<file path="src/rtl/fir_coef_loader.sv">
// Serial-to-parallel FIR coefficient loader: shadow bank fills beat by beat, active bank swaps atomically.
// Optional linear-phase (mirrored, half-length frame) mode is enabled by defining COEF_SYM_EN.
module fir_coef_loader #(
  parameter int TAPS   = 16,
  parameter int COEF_W = 16,
  parameter int IDX_W  = $clog2(TAPS)
) (
  input  logic                     clk,
  input  logic                     rst_n,
  input  logic                     cfg_valid,
  input  logic [COEF_W-1:0]        cfg_data,
  input  logic                     cfg_last,
  output logic                     cfg_ready,
  output logic [TAPS*COEF_W-1:0]   coef_flat,
  output logic                     coef_update,
  output logic                     load_err,
  output logic                     busy
);

`ifdef COEF_SYM_EN
  localparam int N = TAPS / 2;
`else
  localparam int N = TAPS;
`endif
  localparam logic [IDX_W-1:0] LAST_IDX = IDX_W'(N - 1);

  typedef enum logic [1:0] {
    IDLE   = 2'd0,
    LOAD   = 2'd1,
    DRAIN  = 2'd2,
    COMMIT = 2'd3
  } state_t;

  state_t            state_reg, state_next;
  logic [IDX_W-1:0]  idx_reg, idx_next;
  logic              load_err_reg, err_next;
  logic              wr_en, commit_now, beat;

  logic [COEF_W-1:0] shadow_reg  [N];
  logic [COEF_W-1:0] shadow_next [N];
  logic [COEF_W-1:0] active_reg  [TAPS];
  logic [COEF_W-1:0] commit_bank [TAPS];

  assign cfg_ready   = (state_reg != COMMIT);
  assign beat        = cfg_valid && cfg_ready;
  assign coef_update = (state_reg == COMMIT);
  assign busy        = (state_reg != IDLE);
  assign load_err    = load_err_reg;

  // The final beat is merged into the bank on its own acceptance edge, so the
  // new set is already on coef_flat during the COMMIT cycle.
  genvar gi;
  generate
    for (gi = 0; gi < N; gi++) begin : g_shadow
      assign shadow_next[gi] = (wr_en && idx_reg == IDX_W'(gi)) ? cfg_data : shadow_reg[gi];
    end
    for (gi = 0; gi < TAPS; gi++) begin : g_bank
`ifdef COEF_SYM_EN
      localparam int SRC = (gi < N) ? gi : TAPS - 1 - gi;
      assign commit_bank[gi] = shadow_next[SRC];
`else
      assign commit_bank[gi] = shadow_next[gi];
`endif
      assign coef_flat[gi*COEF_W +: COEF_W] = active_reg[gi];
    end
  endgenerate

  always_comb begin
    state_next = state_reg;
    idx_next   = idx_reg;
    err_next   = 1'b0;
    commit_now = 1'b0;
    wr_en      = 1'b0;
    case (state_reg)
      IDLE: begin
        if (beat) begin
          wr_en = 1'b1;
          if (N == 1) begin
            idx_next = '0;
            if (cfg_last) begin
              commit_now = 1'b1;
              state_next = COMMIT;
            end else begin
              err_next   = 1'b1;
              state_next = DRAIN;
            end
          end else if (cfg_last) begin
            err_next   = 1'b1;
            idx_next   = '0;
            state_next = IDLE;
          end else begin
            idx_next   = IDX_W'(1);
            state_next = LOAD;
          end
        end
      end
      LOAD: begin
        if (beat) begin
          wr_en = 1'b1;
          if (idx_reg == LAST_IDX) begin
            idx_next = '0;
            if (cfg_last) begin
              commit_now = 1'b1;
              state_next = COMMIT;
            end else begin
              err_next   = 1'b1;
              state_next = DRAIN;
            end
          end else if (cfg_last) begin
            err_next   = 1'b1;
            idx_next   = '0;
            state_next = IDLE;
          end else begin
            idx_next = idx_reg + IDX_W'(1);
          end
        end
      end
      DRAIN: begin
        if (beat && cfg_last) state_next = IDLE;
      end
      COMMIT: begin
        state_next = IDLE;
      end
      default: begin
        state_next = IDLE;
        idx_next   = '0;
      end
    endcase
  end

  always_ff @(posedge clk or negedge rst_n) begin
    if (!rst_n) begin
      state_reg    <= IDLE;
      idx_reg      <= '0;
      load_err_reg <= 1'b0;
      for (int i = 0; i < N; i++) shadow_reg[i] <= '0;
      for (int i = 0; i < TAPS; i++) active_reg[i] <= '0;
    end else begin
      state_reg    <= state_next;
      idx_reg      <= idx_next;
      load_err_reg <= err_next;
      for (int i = 0; i < N; i++) shadow_reg[i] <= shadow_next[i];
      if (commit_now) begin
        for (int i = 0; i < TAPS; i++) active_reg[i] <= commit_bank[i];
      end
    end
  end

endmodule

</file>
<file path="config.mk">
export PLATFORM = sky130hd
export DESIGN_NAME = fir_coef_loader
export DESIGN_NICKNAME = d
export VERILOG_FILES = /design/src/rtl/fir_coef_loader.sv
export SDC_FILE = /design/constraint.sdc
export NUM_CORES = 1
export LEC_CHECK = 0
export ABC_CLOCK_PERIOD_IN_PS = 5300
export BUFFER_PORTS_ARGS = -buffer_cell sky130_fd_sc_hd__buf_2
export CORE_MARGIN = 3
export CORE_UTILIZATION = 45
export DETAILED_ROUTE_END_ITERATION = 10
export PLACE_DENSITY = 0.64
export SLEW_MARGIN = 30
export SYNTH_ARGS = -nofsm -noshare
export SYNTH_HDL_FRONTEND = slang
export SYNTH_SLANG_ARGS = --single-unit
</file>
<file path="constraint.sdc">
create_clock -name clk -period 5.3 [get_ports clk]
set_clock_uncertainty 0.05 [all_clocks]
set_input_delay 0.53 -clock clk [delete_from_list [all_inputs] [get_ports clk]]
set_output_delay 0.53 -clock clk [all_outputs]
set_load 0.005 [all_outputs]
</file>
==> out/results.ini, run 1 <==
[global_route]
antenna_found_initial = 0
grt_pass1_vias = 14000
grt_usage_pct = 23.4
grt_pass1_wl_um = 86900
grt_max_degree = 143
grt_overflow = 0

[clock_tree]
cts_setup_buffers = 0
cts_resized = 0
cts_buffers = 52
clock_latency_ns = 0.59
cts_hold_buf = 1
cts_sinks = 503
path_clk_slew_ns = 0.07
cts_tree = yes
cts.htree.levels = 2
cts.path.max_buffers = 3
clock-root-buffer = clkbuf_16

[setup_path]
slowest_delay_ns = 0.77
crit_path_start_kind = register
crit_family = simple AND/OR/NAND/NOR gates
cp_cell_sequence = and4_4 > and2_4 > buf_12 > buf_12 > buf_4 > mux2_4
r2r_cells = 6
cp.depth = 6
required_ns = 5.72
cp_num_buf_inv = 3
endpoint_kind = register
cp.arrival_ns = 3.59
slowest_stage = and4_4
worstPathMaxFanout = 67
crit_type = reg2reg
crit_top_cell = buf_12

[yosys]
yosysWarnings = 0
synth_nets = 1651
syn_area_per_cell_um2 = 12.7
synthCells = 1626
synth_top_area_share_pct = 61.0
synthTopCellsByArea = dfrtp_1 (61%), mux2_2 (9.2%), a21boi_0 (5.2%), a21o_1 (2.9%), mux2_4 (2.9%)
syn_area_um2 = 20600
synth-seq-cells = 503
synth_top_area_cell = dfrtp_1
synth_cell_type_count = 42
yosysSeqAreaShare_pct = 61.0

[route]
viasPerCell = 5.74
drt_drc_violations_left = 0
vias = 14000
drt_iter0_markers = 1159
drtPass1Iterations = 5
wl_per_cell_um = 23.3
drt_wl_total_um = 57000
ant_nets = 0

[sta]
slew_headroom_pct = 37.2
max_freq_mhz = 315
hold_viol = 0
tns_ns = 0
period_share_pct = 59.8
rsz0062_at_grt = no
worst_slew_pin_slew_ns = 0.941
maxSlewViolCount = 0
setup_violations = 0
hold_slack_ns = 0.296
min_period_ns = 3.17

[finish]
final-instance-count-excl-fill = 2446
fin_nets = 1836
syn_to_final_growth_pct = 16.7
drive_gt1_share_pct = 36.3
design_area_um2 = 24100
num-fill-cells = 3874
largest_register_ffs = 256

[pwr]
ir_worst_vdd_mv = 0.209
leakage_nw = 12.8
powerDensity_nw_per_um2 = 355

[min_path]
hold_depth = 3
hp-class = in2reg

[outcome]
status = finished clean

[placed_design]
dpl.hpwl_um = 33300
gp_congestion = 0.745
post_dp_cell_area_um2 = 22300
dp.cells = 2348
port_buffers = 279

[floorplanning]
start_util_pct = 46.1
ios = 280
die_y_um = 220
row_count = 77
core_area_um2 = 44800
die_area_um2 = 48500
fp.dieW_um = 220

[job]
drv_cap = 0

## placed cells by master (no fill, tap or decap), types with 4 or more instances in the layout
master       n
nand4_1     48
and2_1       4
nand2_2      5
bufinv_16    4
a21oi_1     49
a21o_1      80
nand2b_1     4
clkbuf_16   54
buf_12       6
clkbuf_8    14
a31oi_1     48
a31o_2      65
nand2_1     54
mux2_4      40
ha_1         5
o21ai_0     99
clkinv_2     6
buf_2      278
dfrtp_1    502
inv_1       54
nand4b_1    48
mux2_2     168
buf_4       18
clkbuf_1    16
a21boi_0   144
## cell families (layout without fill, tap and decap cells)
logic type	count (synthesis)	count (layout)	synth area share [%]
adders and majority gates	5	5	0.303
and+or+nand+nor	191	191	5.73
buffers and inverters	228	455	4.77
other	0	1	0
muxes	209	209	12.1
AOI/OAI and AO/OA	490	490	16.1
DFF	503	503	61.0
## metal layers
metal | wire length [um] | track usage (%)
met1 | 25700 | 33.8
met2 | 26700 | 36.5
met3 | 3330 | 4.33
met4 | 1260 | 6.37
met5 | 0 | 0
## per-stage QoR
stage          util, %  setup slack (ns)  power, mW
2_1_floorplan        -              3.36       4.63
3_3_place_gp      49.7              1.88       4.83
3_5_place_dp      49.8              2.01       4.87
4_1_cts           53.8              2.14       8.66
5_1_grt           53.8              1.98       8.88
6_report          53.8              2.13       8.57
## report_power, final
| part | internal [mW] | switching (mW) | total [mW] |
|---|---|---|---|
| sequential | 4.09 | 0.120 | 4.21 |
| clock | 2.26 | 1.51 | 3.77 |
| combinational | 0.246 | 0.340 | 0.586 |
## area by class of cell
cell class	instances	area, um2	share of cell area [%]
Antenna cell	1	2.50	0.0104
Clock buffer	84	1600	6.66
Clock inverter	12	174	0.722
Inverter	54	203	0.841
Multi-Input combinational cell	895	7100	29.5
Sequential cell	503	12600	52.2
Tap cell	592	741	3.07
Timing Repair Buffer	305	1680	6.98
## worst reg2reg max path: stages, from the launching register on
cell and delay, ns:
dfrtp_1 0.52, and4_4 0.77, and2_4 0.48, buf_12 0.25
buf_12 0.23, buf_4 0.40, mux2_4 0.35
## Yosys cell counts, drive strengths merged
| library cell | n |
|---|---|
| a211oi | 1 |
| a21boi | 144 |
| a21o | 80 |
| a21oi | 49 |
| a22o | 1 |
| a31o | 65 |
| a31oi | 48 |
| and2 | 8 |
| and2b | 2 |
| and3 | 1 |
| and3b | 4 |
| and4 | 1 |
| buf | 69 |
| clkbuf | 105 |
| dfrtp | 503 |
| ha | 5 |
| inv | 54 |
| mux2 | 208 |
| mux2i | 1 |
| nand2 | 59 |
| nand2b | 4 |
| nand3 | 2 |
| nand3b | 3 |
| nand4 | 48 |
| nand4b | 48 |
| nor2 | 4 |
| nor2b | 2 |
| nor3 | 1 |
| nor3b | 1 |
| o211ai | 1 |
| o21ai | 99 |
| o22ai | 1 |
| o32ai | 1 |
| or2 | 1 |
| or3b | 1 |
| or4 | 1 |
## path summary, 6_finish.rpt
check | from | slack [ns] | to
setup / recovery | state_reg[0]$_DFFE_PN0P_ | 2.13 | coef_flat[91]$_DFFE_PN0P_
hold reg to reg | shadow_reg[232]$_DFF_PN0_ | 0.45 | coef_flat[24]$_DFFE_PN0P_
hold / removal | cfg_last | 0.30 | load_err$_DFF_PN0_
min in group asynchronous | rst_n | 0.51 | coef_flat[53]$_DFFE_PN0P_
max in group asynchronous | rst_n | 3.45 | shadow_reg[86]$_DFF_PN0_
setup reg to reg | state_reg[0]$_DFFE_PN0P_ | 2.13 | coef_flat[91]$_DFFE_PN0P_
Power figures use the tool's default switching activity.
==> inputs of run 2 (changes only) <==
--- a/config.mk
+++ b/config.mk
@@ -5,7 +5,7 @@
 export SDC_FILE = /design/constraint.sdc
 export NUM_CORES = 1
 export LEC_CHECK = 0
-export ABC_CLOCK_PERIOD_IN_PS = 5300
+export ABC_CLOCK_PERIOD_IN_PS = 3200
 export BUFFER_PORTS_ARGS = -buffer_cell sky130_fd_sc_hd__buf_2
 export CORE_MARGIN = 3
 export CORE_UTILIZATION = 45
==> constraint.sdc (replaced) <==
create_clock -name clk -period 3.2 [get_ports clk]
set_clock_uncertainty 0.05 [all_clocks]
set_input_delay 0.32 -clock clk [delete_from_list [all_inputs] [get_ports clk]]
set_output_delay 0.32 -clock clk [all_outputs]
set_load 0.005 [all_outputs]
==> run 2 against run 1 <==
- sequential share of layout area down 0.30 points
- count of clock-buffer cells in the layout down 5
- largest cell class unchanged
- sequential power is 66% higher
- cell count increased by 0.70%
- setup slack got worse by 1.5 ns
- die area is the same
- largest power group unchanged
- highest routed layer is now met5
- global-route usage about the same
==> out/results.ini, run 2 (synthesis results as in run 1) <==
[sta]
tns_ns = 0  ; unchanged
hold_slack_ns = 0.0729  ; -0.223 ns
max_freq_mhz = 387  ; +23%
worst_slew_pin_slew_ns = 0.814  ; -0.127 ns
maxSlewViolCount = 0  ; unchanged
period_share_pct = 80.8  ; +21 points
hold_viol = 0  ; unchanged
setup_violations = 0  ; unchanged
slew_headroom_pct = 45.7  ; +8.5 points
setup_ws_ns = 0.615  ; -1.51 ns
rsz0062_at_grt = no
min_period_ns = 2.58  ; -0.587 ns

[pwr]
p_int_mw = 10.7  ; +62%
clockPowerShare_pct = 42.8  ; -1.2 points
seqPwrFrac_pct = 50.0  ; +0.8 points
ir_worst_vdd_mv = 0.382  ; +83%
total_power_mw = 13.9  ; +63%
switching_power_mw = 3.25  ; +65%
powerDensity_nw_per_um2 = 575  ; +62%
combinationalPowerShare_pct = 7.1  ; +0.3 points
switching_share_pct = 23.3  ; +0.32 points
leakage_nw = 12.9  ; +0.65%

[floorplanning]
die_area_um2 = 48500  ; unchanged
fp.dieW_um = 220  ; unchanged
start_util_pct = 46.1  ; unchanged
row_count = 77  ; unchanged
core_area_um2 = 44800  ; unchanged
die_y_um = 220  ; unchanged
ios = 280  ; unchanged

[setup_path]
r2r_cells = 4  ; -2
reg2reg_to = shadow_reg[199]$_DFF_PN0_
r2r_slack_ns = 0.62  ; -1.51 ns
endpoint_kind = register
worstPathMaxFanout = 69  ; +3.0%
reg2reg_from = state_reg[1]$_DFFE_PN0P_
crit_path_start_kind = register
crit_type = reg2reg
required_ns = 3.60  ; -2.12 ns
cp.arrival_ns = 2.99  ; -0.60 ns

[route]
wl_per_cell_um = 23.2  ; -0.68%
drt_wl_total_um = 57000  ; about the same
drt_drc_violations_left = 0  ; unchanged
drt_iter0_markers = 1267  ; +9.3%
vias = 14200  ; +1.3%
ant_nets = 0  ; unchanged
viasPerCell = 5.77  ; +0.61%
drtPass1Iterations = 5  ; unchanged

[clock_tree]
cts.path.max_buffers = 3  ; unchanged
clock-root-buffer = clkbuf_16
cts_tree = yes
cts_buffers = 52  ; unchanged
cts_sinks = 503  ; unchanged
path_clk_slew_ns = 0.06  ; about the same
cts.htree.levels = 2  ; unchanged
clock_latency_ns = 0.59  ; about the same
cts_setup_buffers = 0  ; unchanged

[finish]
fin_nets = 1856  ; +1.1%
largest_register_ffs = 256  ; unchanged
drive_gt1_share_pct = 36.8  ; +0.49 points
final_util_pct = 54.1  ; +0.31 points
final_common_cell = dfrtp_1
layout_common_cells = dfrtp_1 (502), buf_2 (278), mux2_2 (168), a21boi_0 (144), o21ai_0 (99)
syn_to_final_growth_pct = 17.4
design_area_um2 = 24200  ; +0.57%
final-instance-count-excl-fill = 2463  ; +0.70%

[placed_design]
post_dp_cell_area_um2 = 22500  ; +1.1%
dp.cells = 2368  ; +0.85%
dp_slack_ns = 0.643  ; -1.37 ns
gp_congestion = 0.769  ; +3.2%
port_buffers = 279  ; unchanged
dpl.hpwl_um = 33900  ; +1.7%

[outcome]
status = finished clean

[min_path]
worstHoldStart = cfg_last
hold_depth = 3  ; unchanged
hold_path_end = load_err$_DFF_PN0_
hp-class = in2reg

[global_route]
antenna_found_initial = 2  ; +2
grt_pass1_vias = 14100  ; +0.56%
grt_pass1_wl_um = 87000  ; +0.17%
grt_overflow = 0  ; unchanged
grt_usage_pct = 23.4  ; +0.041 points
grt_max_degree = 162  ; +13%

[job]
drv_cap = 0  ; unchanged

run 2: cell types whose count changed in the layout (fill, tap and decap cells not counted), moves of 3 or more:
cell	previous run	this run
buf_4	18	31
buf_12	6	14
clkbuf_1	16	13
clkinv_2	6	9
nand2_1	54	57
nand2_2	5	2
run 2: repair_timing:
item | in CTS | in global routing
setup endpoints to repair | 0 | 0
hold endpoints to repair | 76 | 0
gates resized for setup | 0 | 0
hold buffers | 1 | 0
run 2: area by class of cell:
cell class,instances,area (um2)
multi-input cells,895,7090
well taps,592,741
inverters,54,203
clock buffers,79,1550
clock inverters,13,121
fillers,3853,20600
flip-flops and latches,503,12600
repair buffers,325,1930
diodes,2,5.00
run 2: power groups by stage:
| stage | clock (mW) | sequential [mW] | combinational (mW) |
|---|---|---|---|
| after floorplan | 0 | 7.02 | 0.644 |
| after global placement | 0 | 7.07 | 0.973 |
| after detailed placement | 0 | 7.09 | 1.00 |
| after CTS | 6.09 | 6.97 | 1.01 |
| after global routing | 6.37 | 7.02 | 1.09 |
| final | 5.97 | 6.98 | 0.993 |
run 2: worst max path at each step:
stage / slack, ns / end / startpoint
3_5_place_dp: 0.64 / shadow_reg[203]$_DFF_PN0_ / state_reg[1]$_DFFE_PN0P_
4_1_cts: 0.63 / shadow_reg[198]$_DFF_PN0_ / state_reg[1]$_DFFE_PN0P_
3_3_place_gp: 0.72 / shadow_reg[197]$_DFF_PN0_ / state_reg[1]$_DFFE_PN0P_
5_1_grt: 0.49 / shadow_reg[199]$_DFF_PN0_ / state_reg[1]$_DFFE_PN0P_
6_report: 0.62 / shadow_reg[199]$_DFF_PN0_ / state_reg[1]$_DFFE_PN0P_
2_1_floorplan: 1.26 / shadow_reg[241]$_DFF_PN0_ / idx_reg[0]$_DFFE_PN0P_
run 2: worst max-delay path, stage by stage (launching register included):
cell	delay, ns
dfrtp_1	0.50
and3b_4	0.37
buf_4	0.64
nand2_2	0.47
mux2_2	0.41
run 2: layer usage:
| metal | vias to the layer above | track usage (%) | part of all wire (%) |
|---|---|---|---|
| met2 | 465 | 36.8 | 47 |
| met4 | 2 | 6.27 | 2.0 |
| met3 | 81 | 3.12 | 5.4 |
| li1 | 6230 | - | - |
| met5 | - | 0 | 0.0088 |
| met1 | 7444 | 34.5 | 45 |
